<file path="config.mk">
export PLATFORM = sky130hd
export DESIGN_NAME = mdu_writeback
export DESIGN_NICKNAME = d
export VERILOG_FILES = /design/src/rtl/mdu_writeback.sv
export SDC_FILE = /design/constraint.sdc
export NUM_CORES = 1
export LEC_CHECK = 0
export ABC_AREA = 1
export ABC_CLOCK_PERIOD_IN_PS = 7350
export CAP_MARGIN = 20
export CORE_AREA = 2 2 139 141
export CTS_CLUSTER_DIAMETER = 80
export DETAILED_ROUTE_END_ITERATION = 8
export DIE_AREA = 0 0 141 143
export PLACE_DENSITY = 0.71
export SYNTH_ARGS = -nofsm -noshare
export SYNTH_HDL_FRONTEND = slang
export SYNTH_SLANG_ARGS = --single-unit
export TNS_END_PERCENT = 50
</file>
<file path="constraint.sdc">
create_clock -name clk -period 7.35 [get_ports clk]
set_input_delay 0.735 -clock clk [delete_from_list [all_inputs] [get_ports clk]]
set_output_delay 0.735 -clock clk [all_outputs]
set_load 0.03 [all_outputs]
</file>
<file path="src/rtl/mdu_writeback.sv">
// MDU writeback stage: selects the multiply/divide result in M, registers it into W,
// and counts committed multiplies.
module mdu_writeback #(
  parameter int XLEN = 64,
  parameter int CNTW = 32
) (
  input  logic              clk,
  input  logic              reset,
  input  logic              StallW,
  input  logic              FlushW,
  input  logic              MDUActiveM,
  input  logic [2:0]        Funct3M,
  input  logic              W64M,
  input  logic [2*XLEN-1:0] ProdM,
  input  logic [XLEN-1:0]   QuotM,
  input  logic [XLEN-1:0]   RemM,
  output logic [XLEN-1:0]   MDUResultW,
  output logic              MDUValidW,
  output logic [CNTW-1:0]   MulCountW
);

  logic [XLEN-1:0] sel_m;
  logic [XLEN-1:0] res_m;
  logic            load_m;
  logic            is_mul_m;
  logic [XLEN-1:0] result_reg;
  logic            valid_reg;
  logic [CNTW-1:0] count_reg;
  logic [CNTW-1:0] count_next;

  always_comb begin
    sel_m = ProdM[XLEN-1:0];
    case (Funct3M)
      3'b000:                sel_m = ProdM[XLEN-1:0];
      3'b001, 3'b010, 3'b011: sel_m = ProdM[2*XLEN-1:XLEN];
      3'b100, 3'b101:        sel_m = QuotM;
      default:               sel_m = RemM;
    endcase
  end

  // Word-form ops only exist on RV64; the 32-bit build passes the selection straight through.
  generate
    if (XLEN == 64) begin : g_rv64
      assign res_m = W64M ? {{32{sel_m[31]}}, sel_m[31:0]} : sel_m;
    end else begin : g_rv32
      assign res_m = sel_m;
    end
  endgenerate

  assign load_m     = MDUActiveM & ~StallW & ~FlushW;
  assign is_mul_m   = ~Funct3M[2];
  assign count_next = count_reg + CNTW'(1);

  // Flush wins over stall; the result register itself only changes on a real load.
  always_ff @(posedge clk or posedge reset) begin
    if (reset) begin
      result_reg <= '0;
      valid_reg  <= 1'b0;
      count_reg  <= '0;
    end else begin
      if (FlushW) begin
        valid_reg <= 1'b0;
      end else if (!StallW) begin
        valid_reg <= MDUActiveM;
      end
      if (load_m) begin
        result_reg <= res_m;
        if (is_mul_m) begin
          count_reg <= count_next;
        end
      end
    end
  end

  assign MDUResultW = result_reg;
  assign MDUValidW  = valid_reg;
  assign MulCountW  = count_reg;

endmodule
</file>
==> summary.txt, run 1 <==
Logic synthesis
  • Yosys top cell area share: 38.3%
  • Cell accounting for the most synthesized area: dfrtp_1
  • Mapped Area: between 6000 and 7000 µm²
  • Post-synthesis adder-cell area fraction: less than 1%
  • Synth warn: 0
  • Syn_nets: 1294
  • Post-synthesis simple-gate area fraction: 48.4%
  • #FFs+latches synth: 97
  • Mux contribution to synthesized area: 0%
  • Avg Cell Area, Syn: 6.17 µm²
  • Main combinational cell family by area after synthesis: simple AND/OR/NAND/NOR gates
  • Post-synthesis sequential area ratio: a little under two fifths
  • Cell count after synthesis: around 1000
  • Synth area leaders: dfrtp_1 (38%), nand2_1 (32%), nor2_1 (7.2%)
  • XOR/XNOR Fraction of Synth Area: approximately 2.2%
  • Synth unique cells: 26
  • Synth Area in Compound Gates: ~5.2%

Routing
  • Final wirelength: 26600 µm
  • DR DRC count: 0
  • Antenna viol nets, final: 0
  • Vias/cell: between 4 and 5
  • Via count: between 7000 and 8000
  • Drt pass-1 iters: 5
  • WL/cell: between 15 and 20 µm
  • Initial DRC count: between 300 and 400

Run
  • Max-cap violations: 0

Timing
  • Setup TNS: 0 ns
  • Final count of negative-setup-slack endpoints: 0
  • Fin. max-slew vios: 0
  • Normalized max-slew margin: a little under half
  • Max Clk Rate: between 300 and 400 MHz
  • Period utilization: 43.6%
  • Clk_skew: 0.00441 ns
  • Worst-Margin Slew: between 0.7 and 0.8 ns
  • Final Critical Period: approximately 3.2 ns
  • Hold Vio Cnt, Final: 0
  • RSZ-0062 raised after global routing: no
  • Hold WS: between 0.4 and 0.5 ns

Critical path
  • Startpoint Class: input port
  • Max Fanout on Critical Path: 38
  • Setup crit end kind: flop
  • CP Class: in2reg
  • Most used cell, CP: nand2_1
  • CP Cell Sequence: clkdlybuf4s50_1, buf_4, nand2_2, buf_4, or2_2, nand3_2, nand2_1, nand2_1, nand2_1
  • Critical Path RT: 7.59 ns
  • Crit path largest cell delay: between 0.4 and 0.5 ns
  • CP arrival: about 3.5 ns
  • CP max-delay cell: nand3_2

Die
  • Initial Util: around 34%
  • Die width: 141 µm
  • IO Pins: 362
  • Die area: between 20000 and 25000 µm²
  • Die Y: between 100 and 150 µm
  • Cell row count: 50
  • Placeable Area: between 15000 and 20000 µm²

GRT
  • Largest net degree at the start of global routing: 68
  • Aggregate global-route resource usage: between 20% and 30%
  • First-pass GRT wire length: about 41000 µm
  • Initial antenna violation count: 2
  • Vias in the first global route: 7602
  • Gr ovfl total: 0

Clock network
  • CTS tree: built
  • Clk slew on worst S/H paths: 0.07 ns
  • Num CTS Buffers: 9
  • CTS Hold Bufs: 0
  • H-Tree Depth: 3
  • CTS root buf: clkbuf_16
  • Number of setup buffers added after CTS: 0
  • Worst skew pair latency: between 0.3 and 0.4 ns
  • Longest Clk Path Bufs: 2
  • Clock sink total: 97
  • PostCTS Resize Cnt: 0

Final layout
  • Area grow syn2layout: 65.0%
  • Layout cell share with drive strength beyond 1: under 10%
  • Final Instance Area: between 10000 and 15000 µm²
  • Final net count: around 1600

Place
  • Area after DPL: 10100 µm²
  • RD Place Congestion: between 0.9 and 1
  • Post-DP HPWL: 20300 µm
  • Port bufs: 361

Power
  • Total power: about 1.9 mW
  • Max rail drop VDD: 124 µV
  • Pwr Density: around 180 nW/µm²
  • Cell leakage power: 4.69 nW

Status
  • Status: finished clean

Hold path
  • Worst hold path class: reg2reg
[Yosys cell counts]
library cell and instances:
nand2_1 541, nor2_1 122, dfrtp_1 97, nand3_1 65
o21ai_0 45, inv_1 28, clkbuf_1 23, nand4_1 23
buf_2 16, a21oi_1 11, xor2_1 11, o21ai_1 10
buf_4 8, buf_1 6, xnor2_1 5, nand3b_1 4
nor3_1 4, clkbuf_2 1, ha_1 1, inv_2 1
nand3_2 1, nor2_2 1, nor2_4 1, nor3_2 1
nor3_4 1, or2_2 1
[logic make-up after synthesis]
logic type	Yosys count
fa+ha+maj	1
compound gates	66
simple gates	765
xor+xnor	16
flops	97
buf+inv	83
[path summary, 6_finish.rpt]
path | start | endpoint | slack [ns] | cells after the start
worst min-delay path | MDUResultW[34] | MDUResultW[34] | 0.48 | 2
worst max-delay path | Funct3M[2] | MDUResultW[41] | 4.15 | 9
max in group asynchronous | reset | MDUResultW[22] | 5.42 | 3
worst min register to register | MDUResultW[34] | MDUResultW[34] | 0.48 | 2
worst max register to register | MulCountW[0] | MulCountW[14] | 5.26 | 7
min in group asynchronous | reset | MulCountW[31] | 0.88 | 2
[power breakdown]
part	total (mW)	switching (mW)	internal (mW)
clock	0.523	0.214	0.309
combinational	0.700	0.375	0.325
sequential	0.672	0.0623	0.609
total	1.89	0.652	1.24
[critical path, delay by kind of cell]
kind / cells / cell delay [ns]
buffers and inverters: 3 / 1.18
and+or+nand+nor: 6 / 1.48
[state kept, by name (all words and copies together) (netlist names)]
name and cells:
MDUResultW 64, MulCountW 32, MDUValidW 1
[per-stage QoR]
stage	cells	util (%)	setup WS (ns)
after floorplan	1028	-	4.08
after global placement	1579	54.3	3.85
after detailed placement	1580	54.4	3.80
after CTS	1596	56.1	4.19
after global routing	1598	56.3	3.88
final	1599	56.3	4.15
[layout make-up]
type / instances / area [µm²]
fillers: 1796 / 8120
repair buffers: 373 / 3740
multi-input cells: 848 / 3560
flip-flops and latches: 97 / 2430
well taps: 234 / 293
clock buffers: 10 / 239
inverters: 29 / 111
clock inverters: 6 / 90.1
diodes: 2 / 5.00
[placed cells by master, fill, tap and decap left out]
master | netlist | final
a21oi_1 | 11 | 11
buf_12 | 0 | 1
buf_16 | 0 | 1
buf_4 | 8 | 10
bufinv_16 | 0 | 2
clkbuf_16 | 0 | 9
clkbuf_8 | 0 | 1
clkdlybuf4s50_1 | 0 | 361
clkinv_2 | 0 | 1
clkinv_4 | 0 | 1
clkinvlp_4 | 0 | 1
dfrtp_1 | 97 | 97
diode_2 | 0 | 2
ha_1 | 1 | 1
inv_1 | 28 | 27
inv_2 | 1 | 1
inv_4 | 0 | 1
inv_6 | 0 | 1
nand2_1 | 541 | 540
nand2_2 | 0 | 1
nand3_1 | 65 | 64
nand3_2 | 1 | 2
nand3b_1 | 4 | 4
nand4_1 | 23 | 23
nor2_1 | 122 | 121
nor2_2 | 1 | 2
nor2_4 | 1 | 1
nor3_1 | 4 | 4
nor3_2 | 1 | 1
nor3_4 | 1 | 1
o21ai_0 | 45 | 45
o21ai_1 | 10 | 10
or2_2 | 1 | 1
xnor2_1 | 5 | 5
xor2_1 | 11 | 11
[routing by layer]
layer,GRT usage [%],up-vias,routed length (µm)
met5,0,-,0
met4,8.42,0,669
met3,6.74,40,1780
met2,45.7,260,13100
met1,32.6,3498,11000
li1,-,3874,-
(Power assumes the default switching activity.)
==> run 2, diff against run 1 <==
--- a/config.mk
+++ b/config.mk
@@ -6,12 +6,12 @@
 export NUM_CORES = 1
 export LEC_CHECK = 0
 export ABC_AREA = 1
-export ABC_CLOCK_PERIOD_IN_PS = 7350
+export ABC_CLOCK_PERIOD_IN_PS = 2800
 export CAP_MARGIN = 20
-export CORE_AREA = 2 2 139 141
+export CORE_AREA = 2 2 142 144
 export CTS_CLUSTER_DIAMETER = 80
 export DETAILED_ROUTE_END_ITERATION = 8
-export DIE_AREA = 0 0 141 143
+export DIE_AREA = 0 0 144 146
 export PLACE_DENSITY = 0.71
 export SYNTH_ARGS = -nofsm -noshare
 export SYNTH_HDL_FRONTEND = slang
==> constraint.sdc (replaced) <==
create_clock -name clk -period 2.8 [get_ports clk]
set_input_delay 0.28 -clock clk [delete_from_list [all_inputs] [get_ports clk]]
set_output_delay 0.28 -clock clk [all_outputs]
set_load 0.03 [all_outputs]
==> summary.txt, run 2 (synthesized netlist as in run 1, its figures left out) <==
Timing
  • Final Critical Period: roughly 2.2 ns
  • Clk_skew: 0.00682 ns (was 0.00441 ns)
  • Hold Vio Cnt, Final: 0 (unchanged)
  • Setup TNS: 0 ns (unchanged)
  • Fin. max-slew vios: 0 (unchanged)
  • Worst-Margin Slew: 0.767 ns (was 0.783 ns)
  • Hold WS: 0.396 ns (was 0.475 ns)
  • Final count of negative-setup-slack endpoints: 0 (unchanged)
  • Max Clk Rate: about 450 MHz
  • Period utilization: between 70 and 80%
  • RSZ-0062 raised after global routing: no (unchanged)
  • Normalized max-slew margin: 48.7% (was 47.8%)

Critical path
  • CP max-delay cell: clkdlybuf4s50_1 (was nand3_2)
  • Critical Path RT: 3.10 ns (was 7.59 ns)
  • CP Class: in2reg (unchanged)
  • CP Cell Sequence: clkdlybuf4s50_1, nor2_1, nor2_4, nand2_1, nand3_1, nand3_2, nand2_1, nand2_1, nand2_1 (was clkdlybuf4s50_1, buf_4, nand2_2, buf_4, or2_2, nand3_2, nand2_1, nand2_1, nand2_1)
  • Worst Path Buf+Inv: 1 (was 3)
  • Crit path largest cell delay: 0.78 ns (was 0.49 ns)
  • Startpoint Class: input port (unchanged)
  • Most used cell, CP: nand2_1 (unchanged)
  • Setup crit end kind: flop (unchanged)
  • CP arrival: 2.51 ns (was 3.45 ns)
  • CP delay by family, top: simple AND/OR/NAND/NOR gates (unchanged)
  • Max Fanout on Critical Path: 32 (was 38)

GRT
  • First-pass GRT wire length: 43200 µm (was 41500 µm)
  • Aggregate global-route resource usage: 26.6% (was 26.5%)
  • Largest net degree at the start of global routing: 64 (was 68)
  • Vias in the first global route: 7890 (was 7602)
  • Gr ovfl total: 0 (unchanged)
  • Initial antenna violation count: 5 (was 2)

Place
  • Post-placement cell count: 1618 (was 1580)
  • Port bufs: 361 (unchanged)
  • Post-DP HPWL: 21400 µm (was 20300 µm)
  • RD Place Congestion: 0.950 (was 0.920)

Final layout
  • Area grow syn2layout: 66.0% (was 65.0%)
  • Commonest non-fill, non-tap cells in the layout: nand2_1 (540), clkdlybuf4s50_1 (361), nor2_1 (121) (unchanged)
  • Max reg flops: 64 (unchanged)
  • Layout cell share with drive strength beyond 1: 3.29% (was 2.86%)
  • Most common cell after layout, fill and taps aside: nand2_1 (unchanged)
  • Final Non-Filler Cells: 1639 (was 1599)
  • Final net count: 1630 (was 1624)

Die
  • Die width: 144 µm (was 141 µm)
  • Cell row count: 51 (was 50)
  • IO Pins: 362 (unchanged)
  • Initial Util: 32.8% (was 34.1%)
  • Die Y: 146 µm (was 143 µm)
  • Die area: 21000 µm² (was 20200 µm²)
  • Placeable Area: 19300 µm² (was 18600 µm²)

Clock network
  • CTS root buf: clkbuf_16 (unchanged)
  • Longest Clk Path Bufs: 2 (unchanged)
  • Clk slew on worst S/H paths: 0.08 ns (was 0.07 ns)
  • Worst skew pair latency: 0.36 ns (was 0.35 ns)
  • CTS tree: built (unchanged)
  • H-Tree Depth: 3 (unchanged)
  • PostCTS Resize Cnt: 0 (unchanged)
  • CTS Hold Bufs: 0 (unchanged)
  • Number of setup buffers added after CTS: 0 (unchanged)
  • Num CTS Buffers: 9 (unchanged)
  • Clock sink total: 97 (unchanged)

Hold path
  • Worst hold path class: in2async (was reg2reg)

Routing
  • Highest routing layer actually used: met5 (was met4)
  • Vias/cell: 4.79 (was 4.80)
  • Met2 wire length: 13300 µm (was 13100 µm)
  • Met1 wire length: 11300 µm (was 11000 µm)
  • DR DRC count: 0 (unchanged)
  • Drt pass-1 iters: 7 (was 5)
  • WL met3: 2100 µm (was 1780 µm)
  • WL/cell: 16.9 µm (was 16.6 µm)
  • Initial DRC count: 499 (was 385)
  • Final wirelength: 27600 µm (was 26600 µm)
  • Via count: 7857 (was 7672)
  • Antenna viol nets, final: 0 (unchanged)

Run
  • Max-cap violations: 0 (unchanged)

Power
  • Pwr Density: 463 nW/µm² (was 181 nW/µm²)
  • Cell leakage power: 4.71 nW (was 4.69 nW)
  • Max rail drop VDD: 356 µV (was 124 µV)

Status
  • Status: finished clean (unchanged)
[run 2: cell types whose count changed in the layout (fill, tap and decap cells not counted), sizes merged]
cell | previous run | this run
buf | 12 | 18
bufinv | 2 | 0
clkbuf | 10 | 9
diode | 2 | 5
inv | 30 | 33
[run 2: where the power goes]
part,internal [mW],switching [mW]
Sequential,1.60,0.161
Clock,0.632,0.630
Combinational,0.860,0.993
[run 2: worst paths after layout]
path	startpoint	to	slack, ns	cells after the start
setup / recovery	Funct3M[1]	MDUResultW[49]	0.59	9
max in group asynchronous	reset	MDUResultW[61]	1.74	3
setup reg to reg	MulCountW[0]	MulCountW[14]	0.69	7
hold / removal	reset	MulCountW[12]	0.40	2
hold reg to reg	MDUResultW[21]	MDUResultW[21]	0.48	2
min in group clk	MDUResultW[21]	MDUResultW[21]	0.48	2
[run 2: layout make-up]
| type | instances | area (µm²) |
|---|---|---|
| fill | 1924 | 8810 |
| timing repair buffer | 379 | 3790 |
| multi-input combinational | 848 | 3560 |
| sequential | 97 | 2430 |
| tap | 265 | 332 |
| clock buffer | 9 | 225 |
| inverter | 29 | 113 |
| clock inverter | 7 | 71.3 |
| antenna | 5 | 12.5 |
[run 2: metal layers]
layer | global-route usage (%) | vias up
met5 | 0 | -
met2 | 44.0 | 308
met1 | 32.9 | 3598
li1 | - | 3893
met4 | 9.90 | 2
met3 | 7.57 | 56
[run 2: metrics by stage]
stage	worst slack [ns]	cell area [µm²]	power [mW]	util (%)
2_1_floorplan	0.931	6340	2.63	-
5_1_grt	0.378	10500	5.12	54.4
6_report	0.587	10500	4.87	54.4
4_1_cts	0.584	10500	4.92	54.4
3_5_place_dp	0.201	10200	3.64	52.9
3_3_place_gp	0.294	10200	3.62	52.9
